===== src/rtl/alu_decode_stage_pkg.sv =====
// Shared constants and the decoded-entry record for the ALU decode stage.
// Optional illegal-encoding detection is enabled with `define ALU_DECODE_ILLEGAL_EN.
package alu_decode_stage_pkg;

    localparam int LEN_WORD     = 32;
    localparam int LEN_FUNC3    = 3;
    localparam int LEN_REG_ADDR = 5;

    localparam logic [6:0] OPCODE_OP     = 7'b0110011;
    localparam logic [6:0] OPCODE_OP_IMM = 7'b0010011;

`ifdef ALU_DECODE_ILLEGAL_EN
    localparam logic [LEN_FUNC3-1:0] FUNC3_ADD  = 3'b000;
    localparam logic [LEN_FUNC3-1:0] FUNC3_SL   = 3'b001;
    localparam logic [LEN_FUNC3-1:0] FUNC3_SLT  = 3'b010;
    localparam logic [LEN_FUNC3-1:0] FUNC3_SLTU = 3'b011;
    localparam logic [LEN_FUNC3-1:0] FUNC3_SR   = 3'b101;
    localparam logic [6:0]           FUNCT7_BASE = 7'h00;
    localparam logic [6:0]           FUNCT7_ALT  = 7'h20;
`endif

    typedef struct packed {
        logic                    alu_en;
        logic [LEN_FUNC3-1:0]    func3;
        logic                    mode;
        logic                    imm_f;
        logic [LEN_REG_ADDR-1:0] rs1;
        logic [LEN_REG_ADDR-1:0] rs2;
        logic [LEN_REG_ADDR-1:0] rd;
        logic [LEN_WORD-1:0]     imm;
        logic [LEN_WORD-1:0]     inst;
`ifdef ALU_DECODE_ILLEGAL_EN
        logic                    illegal;
`endif
    } dec_entry_t;

    localparam int LEN_DEC_ENTRY = $bits(dec_entry_t);

endpackage


===== src/rtl/alu_decode_stage_comb.sv =====
// Pure combinational RV32I OP/OP-IMM field decode into a dec_entry_t.
// With `define ALU_DECODE_ILLEGAL_EN, encodings the ALU cannot execute are flagged.
import alu_decode_stage_pkg::*;

module alu_decode_comb (
    input  logic [LEN_WORD-1:0] inst_i,
    output dec_entry_t          entry_o
);

    logic [6:0] opcode;
    logic       is_op;
    logic       is_imm;
`ifdef ALU_DECODE_ILLEGAL_EN
    logic [6:0] funct7;
    logic       is_shift;
    logic       illegal;
`endif

    assign opcode = inst_i[6:0];
    assign is_op  = (opcode == OPCODE_OP);
    assign is_imm = (opcode == OPCODE_OP_IMM);

`ifdef ALU_DECODE_ILLEGAL_EN
    assign funct7   = inst_i[31:25];
    assign is_shift = (inst_i[14:12] == FUNC3_SL) || (inst_i[14:12] == FUNC3_SR);

    always_comb begin
        illegal = 1'b0;
        if (inst_i[14:12] == FUNC3_SLT || inst_i[14:12] == FUNC3_SLTU) begin
            illegal = 1'b1;
        end
        if (is_op) begin
            if (funct7 != FUNCT7_BASE && funct7 != FUNCT7_ALT) begin
                illegal = 1'b1;
            end
            if (funct7 == FUNCT7_ALT && inst_i[14:12] != FUNC3_ADD && inst_i[14:12] != FUNC3_SR) begin
                illegal = 1'b1;
            end
        end
        // Shift-immediates reuse imm[11:5] as a funct7-like selector.
        if (is_imm && is_shift) begin
            if (funct7 != FUNCT7_BASE && funct7 != FUNCT7_ALT) begin
                illegal = 1'b1;
            end
            if (funct7 == FUNCT7_ALT && inst_i[14:12] == FUNC3_SL) begin
                illegal = 1'b1;
            end
        end
        if (!(is_op || is_imm)) begin
            illegal = 1'b0;
        end
    end
`endif

    always_comb begin
        entry_o.alu_en = is_op || is_imm;
        entry_o.func3  = inst_i[14:12];
        entry_o.mode   = inst_i[30];
        entry_o.imm_f  = is_imm;
        entry_o.rs1    = inst_i[19:15];
        entry_o.rs2    = is_imm ? '0 : inst_i[24:20];
        entry_o.rd     = inst_i[11:7];
        entry_o.imm    = is_op ? '0 : {{20{inst_i[31]}}, inst_i[31:20]};
        entry_o.inst   = inst_i;
`ifdef ALU_DECODE_ILLEGAL_EN
        entry_o.illegal = illegal;
        if (illegal) begin
            entry_o.alu_en = 1'b0;
        end
`endif
    end

endmodule


===== src/rtl/alu_decode_stage.sv =====
// Decode/issue stage: decodes fetched words and registers them behind a valid/ready skid buffer.
// Define ALU_DECODE_ILLEGAL_EN to add the out_illegal output.
import alu_decode_stage_pkg::*;

module alu_decode_stage (
    input  logic                    clk,
    input  logic                    rst,
    input  logic                    flush,
    input  logic                    in_valid,
    output logic                    in_ready,
    input  logic [LEN_WORD-1:0]     in_inst,
    output logic                    out_valid,
    input  logic                    out_ready,
    output logic                    out_alu_en,
    output logic [LEN_FUNC3-1:0]    out_func3,
    output logic                    out_mode,
    output logic                    out_imm_f,
    output logic [LEN_REG_ADDR-1:0] out_rs1,
    output logic [LEN_REG_ADDR-1:0] out_rs2,
    output logic [LEN_REG_ADDR-1:0] out_rd,
    output logic [LEN_WORD-1:0]     out_imm,
`ifdef ALU_DECODE_ILLEGAL_EN
    output logic                    out_illegal,
`endif
    output logic [LEN_WORD-1:0]     out_inst
);

    dec_entry_t dec_entry;
    dec_entry_t m_entry_q, m_entry_d;
    dec_entry_t s_entry_q, s_entry_d;
    logic       m_valid_q, m_valid_d;
    logic       s_valid_q, s_valid_d;
    logic       m_leave;
    logic       accept;

    alu_decode_comb u_decode (
        .inst_i  (in_inst),
        .entry_o (dec_entry)
    );

    // in_ready depends only on skid occupancy, so no comb path from out_ready.
    assign in_ready = ~s_valid_q;
    assign accept   = in_valid & ~s_valid_q;
    assign m_leave  = m_valid_q & out_ready;

    always_comb begin
        m_valid_d = m_valid_q;
        s_valid_d = s_valid_q;
        m_entry_d = m_entry_q;
        s_entry_d = s_entry_q;
        if (flush) begin
            m_valid_d = 1'b0;
            s_valid_d = 1'b0;
        end else if (m_leave && s_valid_q) begin
            m_valid_d = 1'b1;
            m_entry_d = s_entry_q;
            s_valid_d = 1'b0;
        end else if (accept && (!m_valid_q || m_leave)) begin
            m_valid_d = 1'b1;
            m_entry_d = dec_entry;
        end else if (accept) begin
            s_valid_d = 1'b1;
            s_entry_d = dec_entry;
        end else if (m_leave) begin
            m_valid_d = 1'b0;
        end
    end

    always_ff @(posedge clk or posedge rst) begin
        if (rst) begin
            m_valid_q <= 1'b0;
            s_valid_q <= 1'b0;
            m_entry_q <= '0;
            s_entry_q <= '0;
        end else begin
            m_valid_q <= m_valid_d;
            s_valid_q <= s_valid_d;
            m_entry_q <= m_entry_d;
            s_entry_q <= s_entry_d;
        end
    end

    assign out_valid  = m_valid_q;
    assign out_alu_en = m_entry_q.alu_en;
    assign out_func3  = m_entry_q.func3;
    assign out_mode   = m_entry_q.mode;
    assign out_imm_f  = m_entry_q.imm_f;
    assign out_rs1    = m_entry_q.rs1;
    assign out_rs2    = m_entry_q.rs2;
    assign out_rd     = m_entry_q.rd;
    assign out_imm    = m_entry_q.imm;
    assign out_inst   = m_entry_q.inst;
`ifdef ALU_DECODE_ILLEGAL_EN
    assign out_illegal = m_entry_q.illegal;
`endif

endmodule


===== config.mk =====
export PLATFORM = sky130hd
export DESIGN_NAME = alu_decode_stage
export DESIGN_NICKNAME = d
export VERILOG_FILES = /design/src/rtl/alu_decode_stage_pkg.sv /design/src/rtl/alu_decode_stage_comb.sv /design/src/rtl/alu_decode_stage.sv
export SDC_FILE = /design/constraint.sdc
export NUM_CORES = 1
export LEC_CHECK = 0
export ABC_AREA = 1
export CELL_PAD_IN_SITES_DETAIL_PLACEMENT = 0
export CELL_PAD_IN_SITES_GLOBAL_PLACEMENT = 1
export CORE_ASPECT_RATIO = 1.2
export CORE_MARGIN = 2
export CORE_UTILIZATION = 37
export DETAILED_ROUTE_END_ITERATION = 16
export GPL_ROUTABILITY_DRIVEN = 0
export PLACE_DENSITY = 0.88
export SETUP_SLACK_MARGIN = 0.15
export SYNTH_ARGS = -nofsm -noshare
export SYNTH_HDL_FRONTEND = slang
export SYNTH_SLANG_ARGS = --single-unit

===== constraint.sdc =====
create_clock -name clk -period 7.4 [get_ports clk]
set_clock_uncertainty 0.1 [all_clocks]
set_input_delay 1.48 -clock clk [delete_from_list [all_inputs] [get_ports clk]]
set_output_delay 1.48 -clock clk [all_outputs]
set_load 0.05 [all_outputs]

; ---- After elaboration in Yosys (flattened, before gate mapping)
; Index checks and enable logic that the tools add are counted.
[totals]
elab_cells = 55
register_bits = 172
out_inout_bits = 87
[classes]
n_eq_ne = 4
bitwise = 6
reduce_logical = 12
muxes = 13
[op_table]
columns = cell, n
row1 = two-way mux 85 bit, 2
row2 = two-way mux 32 bit, 1
row3 = two-way mux 1 bit, 9
row4 = equality test 7 x 5 -> 1 bit (second input constant), 1
row5 = equality test 7 x 6 -> 1 bit (second input constant), 1
row6 = AND reduction 2 bit, 3
row7 = two-way mux 5 bit, 1
row8 = inequality test 4 x 2 -> 1 bit (second input constant), 1
row9 = NOT 1 bit, 4
row10 = AND reduction 4 bit, 1
row11 = nonzero test 4 bit, 1
row12 = inequality test 3 bit (second input constant), 1
row13 = nonzero test 3 bit, 1
row14 = bitwise AND 1 bit, 2
row15 = logical AND 1 bit, 2
row16 = logical OR 1 bit, 2
row17 = nonzero test 2 bit, 1
row18 = zero test 1 bit, 1

; ---- Logic depth before layout (Yosys ltp)
; Gate-level depths: netlist of the first run.
[logic_depth]
word_depth = 6
mapped_depth = 9
ltp_nobuf = 8

; ---- Modules after synthesis
; Synthesis of the first run repeated with hierarchy kept, for this count alone.
[hier_totals]
cells_unflattened = 1157
area_unflattened_um2 = 8902.3
[by_module_without_submodules]
columns = module, cells_per_inst, area_per_inst_um2, instances
row1 = alu_decode_stage, 1049, 8215.4, 1
row2 = alu_decode_comb, 108, 686.9, 1

; ---- Worst setup path before layout of the first run
; Ideal clock, no wire load.
[synth_timing]
path_type = register to output
start = register, netlist name out_imm[30]
end = output out_imm[12]
arrival_time_ns = 1.233
stages_incl_launch_ff = 2
setup_slack_ns = 4.587
t_required_ns = 5.820
cell_sequence = dfrtp_1 buf_4
[synth_lines]
columns = element, line_no
row1 = to (decl), alu_decode_stage.sv:21  ; output logic [LEN_WORD-1:0] out_imm,

; ---- Worst setup path in the final report of the first run
[layout_timing]
start = input out_ready
end = register m_entry_q, in the netlist out_inst[1]
[layout_via]
elab_chain_len = 5
[layout_rtl]
columns = element, line_no
row1 = from (decl), alu_decode_stage.sv:13  ; input logic out_ready,
row2 = bitwise AND 1 bit (*), alu_decode_stage.sv:44  ; assign m_leave = m_valid_q & out_ready;
row3 = logical OR 1 bit, alu_decode_stage.sv:58  ; end else if (accept && (!m_valid_q || m_leave)) begin
row4 = logical AND 1 bit, alu_decode_stage.sv:58
row5 = nonzero test 2 bit (no line), --
row6 = AND reduction 2 bit (no line), --
row7 = to (signal assigned), alu_decode_stage.sv:78  ; m_entry_q <= m_entry_d;
row8 = to (decl), alu_decode_stage.sv:29  ; dec_entry_t m_entry_q, m_entry_d;
; Every way passes the cells marked *; elsewhere a longest branch is shown, timed or not.
; A chain may end at the register's enable or synchronous reset.

==> results of run 1 <==
[registers in the layout (all words and copies together), names as in the netlist]
register / cells
s_entry_q: 51
out_inst: 22
out_imm: 12
out_rs2: 5
out_rd: 4
out_rs1: 4
out_func3: 2
out_alu_en: 1
out_imm_f: 1
out_valid: 1
s_valid_q: 1
[power breakdown]
group          switching [mW]  internal, mW  total (mW)
Clock                   0.200         0.258       0.457
Sequential             0.0886         0.715       0.804
Combinational           0.620         0.288       0.907
Total                   0.908          1.26        2.17
[metrics by stage]
step / utilization (%) / instances
after floorplan: - / 628
after global placement: 46.34 / 852
after detailed placement: 46.34 / 852
after CTS: 48.51 / 866
after global routing: 48.72 / 867
final: 48.72 / 867
[cell families (layout without fill, tap and decap cells)]
logic type      count (synthesis)  in the layout
simple gates                  334            334
buf+inv                       107            182
flops                         104            104
compound gates                 83             83
[cell usage after synthesis]
| cell type | n | share of area, % |
|---|---|---|
| nand4_1 | 2 | 0.26 |
| nand3_1 | 2 | 0.21 |
| o21ai_0 | 58 | 6.0 |
| dfrtp_1 | 104 | 53 |
| clkbuf_1 | 5 | 0.38 |
| o21ai_1 | 25 | 2.6 |
| inv_1 | 40 | 3.1 |
| nand2_2 | 2 | 0.26 |
| nor2_1 | 41 | 3.2 |
| buf_2 | 22 | 2.3 |
| nand2_1 | 284 | 22 |
| nor2_4 | 1 | 0.23 |
| buf_4 | 39 | 6.0 |
| inv_2 | 1 | 0.077 |
| nor2_2 | 1 | 0.13 |
| nand3_2 | 1 | 0.21 |
[worst max-delay path by stage]
stage,startpoint,end,slack (ns),cells after the start
6_report,out_ready,out_inst[1],2.87,8
5_1_grt,out_ready,out_rs1[2],2.45,8
4_1_cts,out_ready,out_inst[6],2.80,8
3_5_place_dp,out_ready,out_inst[24],2.44,8
3_3_place_gp,out_ready,out_rd[1],2.53,8
2_1_floorplan,rst,out_alu_en,3.09,1
[layout make-up]
cell class	instances	share of cell area [%]
sequential	104	41.79
multi-input combinational	417	27.39
timing repair buffer	127	20.57
clock buffer	10	3.677
tap	164	3.295
inverter	41	2.512
clock inverter	4	0.7635
[critical path: cells and delay by family]
kind                   cells  cell delay, ns
AND/OR/NAND/NOR            5            1.72
buffers and inverters      3            1.46
[metal layers]
metal | vias to the layer above | track usage (%) | part of all wire [%]
li1 | 2026 | - | -
met3 | 11 | 2.847 | 4.0
met1 | 1869 | 24.31 | 45
met4 | 0 | 6.259 | 1.4
met2 | 82 | 27.21 | 49
met5 | - | 0 | 0
==> impl_metrics.json, run 1 <==
{
  "syn_avg_cell_area_sq_um": 7.764,
  "ff2ff_path_depth": 7,
  "worstHoldStart": "out_imm_f",
  "synth_nets": 665,
  "final_common_cell": "nand2_1",
  "worstSetupPathType": "in2reg",
  "slew_violations": 0,
  "syn2layout_area_growth_pct": 27.71,
  "grtUsageTotal_pct": 17.32,
  "cts_inserted_buffers": 9,
  "critical_path_peak_fanout": 105,
  "worst_ep_arrival_time_ns": 4.71,
  "synth_xor_area_share_pct": 0,
  "crit_path_max_incr_delay_ns": 0.75,
  "cts.repair.resized": 0,
  "hp-class": "reg2reg",
  "end_kind": "flop",
  "n_antenna_cell": 0,
  "dr.pass1.iters": 5,
  "multi_input_area_sq_um": 1705,
  "ios": 124,
  "path_clk_slew_ns": 0.06,
  "worstPathCellList": "clkdlybuf4s50_1 > nand3_4 > nand2_2 > nand2_2 > buf_4 > inv_2 > nand2_1 > nand2_1",
  "initial_core_util_pct": 38.15,
  "max_freq_ghz": 0.2208,
  "synth-simple-area-share_pct": 26.30,
  "io_buffers": 123,
  "worstHoldPathCells": 2,
  "timing.setup.tns_ns": 0,
  "pre_cts_slack_ns": 2.440,
  "r2r-end": "out_inst[1]",
  "setup_ws_ns": 2.872,
  "final_cell_mix": "284 x nand2_1, 123 x clkdlybuf4s50_1, 104 x dfrtp_1",
  "antenna_found_initial": 0,
  "postCtsHoldBufs": 0,
  "wirelength_mm": 11.40,
  "clk_latency_ns": 0.34,
  "wl_per_cell_um": 13.15,
  "antenna_left": 0,
  "outcome": "finished clean",
  "power_mw": 2.169,
  "ff_latch_area_sq_um": 2603,
  "root_buffer": "clkbuf_16",
  "worstPathRequired_ns": 7.58,
  "cts.sinks": 104,
  "synthMuxAreaShare_pct": 0,
  "fin_nets": 737,
  "powerDensity_nw_per_um2": 348.2,
  "reg2reg_slack_ns": 4.07,
  "grt_pass1_vias": 3844,
  "worstMarginPinSlew_ns": 1.138,
  "yosysWarningCount": 0,
  "drive_above_1_share_pct": 3.414,
  "holdPathEnd": "out_imm_f",
  "grt_max_degree": 106,
  "grt_pass1_wl_mm": 19.13,
  "core_sq_um": 12780,
  "die_h_um": 129.8,
  "relSlewSlack_pct": 24.12,
  "syn_inst": 628,
  "hpwlAfterDp_mm": 7.534,
  "htreeDepth": 3,
  "p_leak_nw": 3.170,
  "drc_errors": 0,
  "worstReg2RegStart": "out_valid",
  "ys_seq_area_share_pct": 53.37,
  "syn_area_sq_um": 4876,
  "cts_tree": "built",
  "die_area_sq_um": 14120,
  "synth_compound_area_share_pct": 8.519,
  "vias": 3988,
  "viasPerCell": 4.600,
  "setup_viol": 0,
  "design_area_sq_um": 6227,
  "rows": 45,
  "synth_top_family_by_area": "simple AND/OR/NAND/NOR gates",
  "rsz0062_at_grt": "false",
  "synth-seq-cells": 104,
  "cts_buffer_depth": 2,
  "cap_viol_max_count": 0,
  "yosys.area_share.adder_pct": 0,
  "yosys.cell_types.count": 16,
  "dieWidth_um": 108.8,
  "whs_ns": 0.3782,
  "grt_overflow_total": 0,
  "drt_iter0_drc": 204,
  "ir_drop_uv": 201.4,
  "n_fill_cell": 1229,
  "dpl_cell_area_sq_um": 5923,
  "timing.final.crit_share_pct": 61.19,
  "finalHoldViolCount": 0,
  "slowest_stage": "nand3_4",
  "min_period_ns": 4.528,
  "post_cts_buffers": 0,
  "start_kind": "primary input"
}
(Power assumes the default switching activity.)
==> run 2, diff against run 1 <==
--- a/config.mk
+++ b/config.mk
@@ -10,10 +10,10 @@
 export CELL_PAD_IN_SITES_GLOBAL_PLACEMENT = 1
 export CORE_ASPECT_RATIO = 1.2
 export CORE_MARGIN = 2
-export CORE_UTILIZATION = 37
+export CORE_UTILIZATION = 35
 export DETAILED_ROUTE_END_ITERATION = 16
 export GPL_ROUTABILITY_DRIVEN = 0
-export PLACE_DENSITY = 0.88
+export PLACE_DENSITY = 0.84
 export SETUP_SLACK_MARGIN = 0.15
 export SYNTH_ARGS = -nofsm -noshare
 export SYNTH_HDL_FRONTEND = slang
==> constraint.sdc (replaced) <==
create_clock -name clk -period 4.4 [get_ports clk]
set_clock_uncertainty 0.1 [all_clocks]
set_input_delay 0.88 -clock clk [delete_from_list [all_inputs] [get_ports clk]]
set_output_delay 0.88 -clock clk [all_outputs]
set_load 0.05 [all_outputs]
==> impl_metrics.json, run 2 (synthesized netlist as in run 1, its figures left out) <==
{
  "grt_max_degree": 66,
  "power_mw": 3.729,
  "worstSetupPathType": "reg2out",
  "slew_violations": 0,
  "critical_path_peak_fanout": 22,
  "crit_path_max_incr_delay_ns": 0.92,
  "largest_register_ff_count": 51,
  "vias": 4084,
  "critPathBufInv": 1,
  "worstPathCellList": "clkdlybuf4s50_1",
  "cap_viol_max_count": 0,
  "drt_iter0_drc": 202,
  "ir_drop_uv": 242.9,
  "n_fill_cell": 1370,
  "hp-class": "reg2reg",
  "top_register": "s_entry_q",
  "syn2layout_area_growth_pct": 28.66,
  "p_leak_nw": 3.190,
  "cts.sinks": 104,
  "worstHoldPathCells": 2,
  "core_sq_um": 13700,
  "n_antenna_cell": 0,
  "drc_errors": 0,
  "cts.repair.resized": 0,
  "ios": 124,
  "drive_above_1_share_pct": 4.102,
  "wirelength_mm": 11.79,
  "dieWidth_um": 111.7,
  "postCtsHoldBufs": 0,
  "grt_pass1_wl_mm": 19.49,
  "htreeDepth": 3,
  "cts_tree": "built",
  "timing.setup.tns_ns": 0,
  "wl_per_cell_um": 13.42,
  "final_cell_mix": "284 x nand2_1, 123 x clkdlybuf4s50_1, 104 x dfrtp_1",
  "die_area_sq_um": 14900,
  "worst_ep_arrival_time_ns": 1.96,
  "ff2ff_path_depth": 7,
  "grt_pass1_vias": 3899,
  "antenna_found_initial": 0,
  "min_period_ns": 2.939,
  "root_buffer": "clkbuf_16",
  "cts_inserted_buffers": 9,
  "cts_buffer_depth": 2,
  "cp_top_family": "buffers and inverters",
  "initial_core_util_pct": 35.59,
  "die_h_um": 133.3,
  "worstMarginPinSlew_ns": 0.7818,
  "powerDensity_nw_per_um2": 594.5,
  "path_clk_slew_ns": 0.07,
  "slowest_stage": "clkdlybuf4s50_1",
  "relSlewSlack_pct": 47.88,
  "timing.final.crit_share_pct": 66.80,
  "start_kind": "flop",
  "antenna_left": 0,
  "grt_overflow_total": 0,
  "cp.depth": 1,
  "viasPerCell": 4.651,
  "dr.pass1.iters": 4,
  "final_common_cell": "nand2_1",
  "finalHoldViolCount": 0,
  "clk_latency_ns": 0.34,
  "max_freq_ghz": 0.3402,
  "rsz0062_at_grt": "false",
  "post_cts_buffers": 0,
  "worstPathRequired_ns": 3.42,
  "grtUsageTotal_pct": 16.20,
  "hpwlAfterDp_mm": 7.938,
  "rows": 47,
  "end_kind": "primary output",
  "outcome": "finished clean",
  "setup_viol": 0,
  "io_buffers": 123,
  "fin_nets": 739
}
run 2: cell count changes in the layout (fill, tap and decap cells not counted), sizes merged:
cell and change:
bufinv +1, clkbuf -1, inv +1, buf +2
clkinvlp +1
run 2: final cells by class:
type                            count  area [sq um]  area share, %
Timing Repair Buffer              129          1276          20.34
Multi-Input combinational cell    417          1705          27.18
Clock buffer                        9         225.2          3.590
Inverter                           41         156.4          2.493
Tap cell                          171         214.0          3.410
Sequential cell                   104          2603          41.48
Clock inverter                      7         93.84          1.496
run 2: per-layer routing:
layer / global-route usage [%] / part of all wire, % / vias to the layer above
li1: - / - / 2035
met1: 21.53 / 45 / 1941
met2: 26.84 / 49 / 97
met3: 3.503 / 4.3 / 11
met4: 4.595 / 1.5 / 0
met5: 0 / 0 / -
run 2: through the flow:
stage | setup slack [ns] | hold WS (ns) | instance area [sq um] | cells | utilization [%]
6_report | 1.461 | 0.3817 | 6274 | 878 | 45.79
2_1_floorplan | 0.6878 | 0.3537 | 4876 | 628 | -
3_5_place_dp | 1.163 | 0.3660 | 5954 | 862 | 43.46
4_1_cts | 1.423 | 0.3846 | 6274 | 878 | 45.79
5_1_grt | 1.329 | 0.4074 | 6274 | 878 | 45.79
3_3_place_gp | 1.222 | 0.3635 | 5954 | 862 | 43.46
run 2: tightest hold or removal path, cell delays in order (launching register included):
cell	delay, ns
dfrtp_1	0.34
nand2_1	0.05
nand2_1	0.06
run 2: power by group:
group	switching [mW]	leakage, nW	internal [mW]
sequential	0.142	1.30	1.20
clock	0.356	0.152	0.499
combinational	1.05	1.74	0.482
run 2: final timing paths:
path | from | endpoint | slack (ns)
max | out_imm[30] | out_imm[29] | 1.46
min | out_inst[5] | out_inst[5] | 0.38
max reg2reg | out_valid | out_imm[1] | 2.09
min reg2reg | out_inst[5] | out_inst[5] | 0.38
max in group asynchronous | rst | out_imm[10] | 2.44
min in group asynchronous | rst | out_imm[7] | 0.94
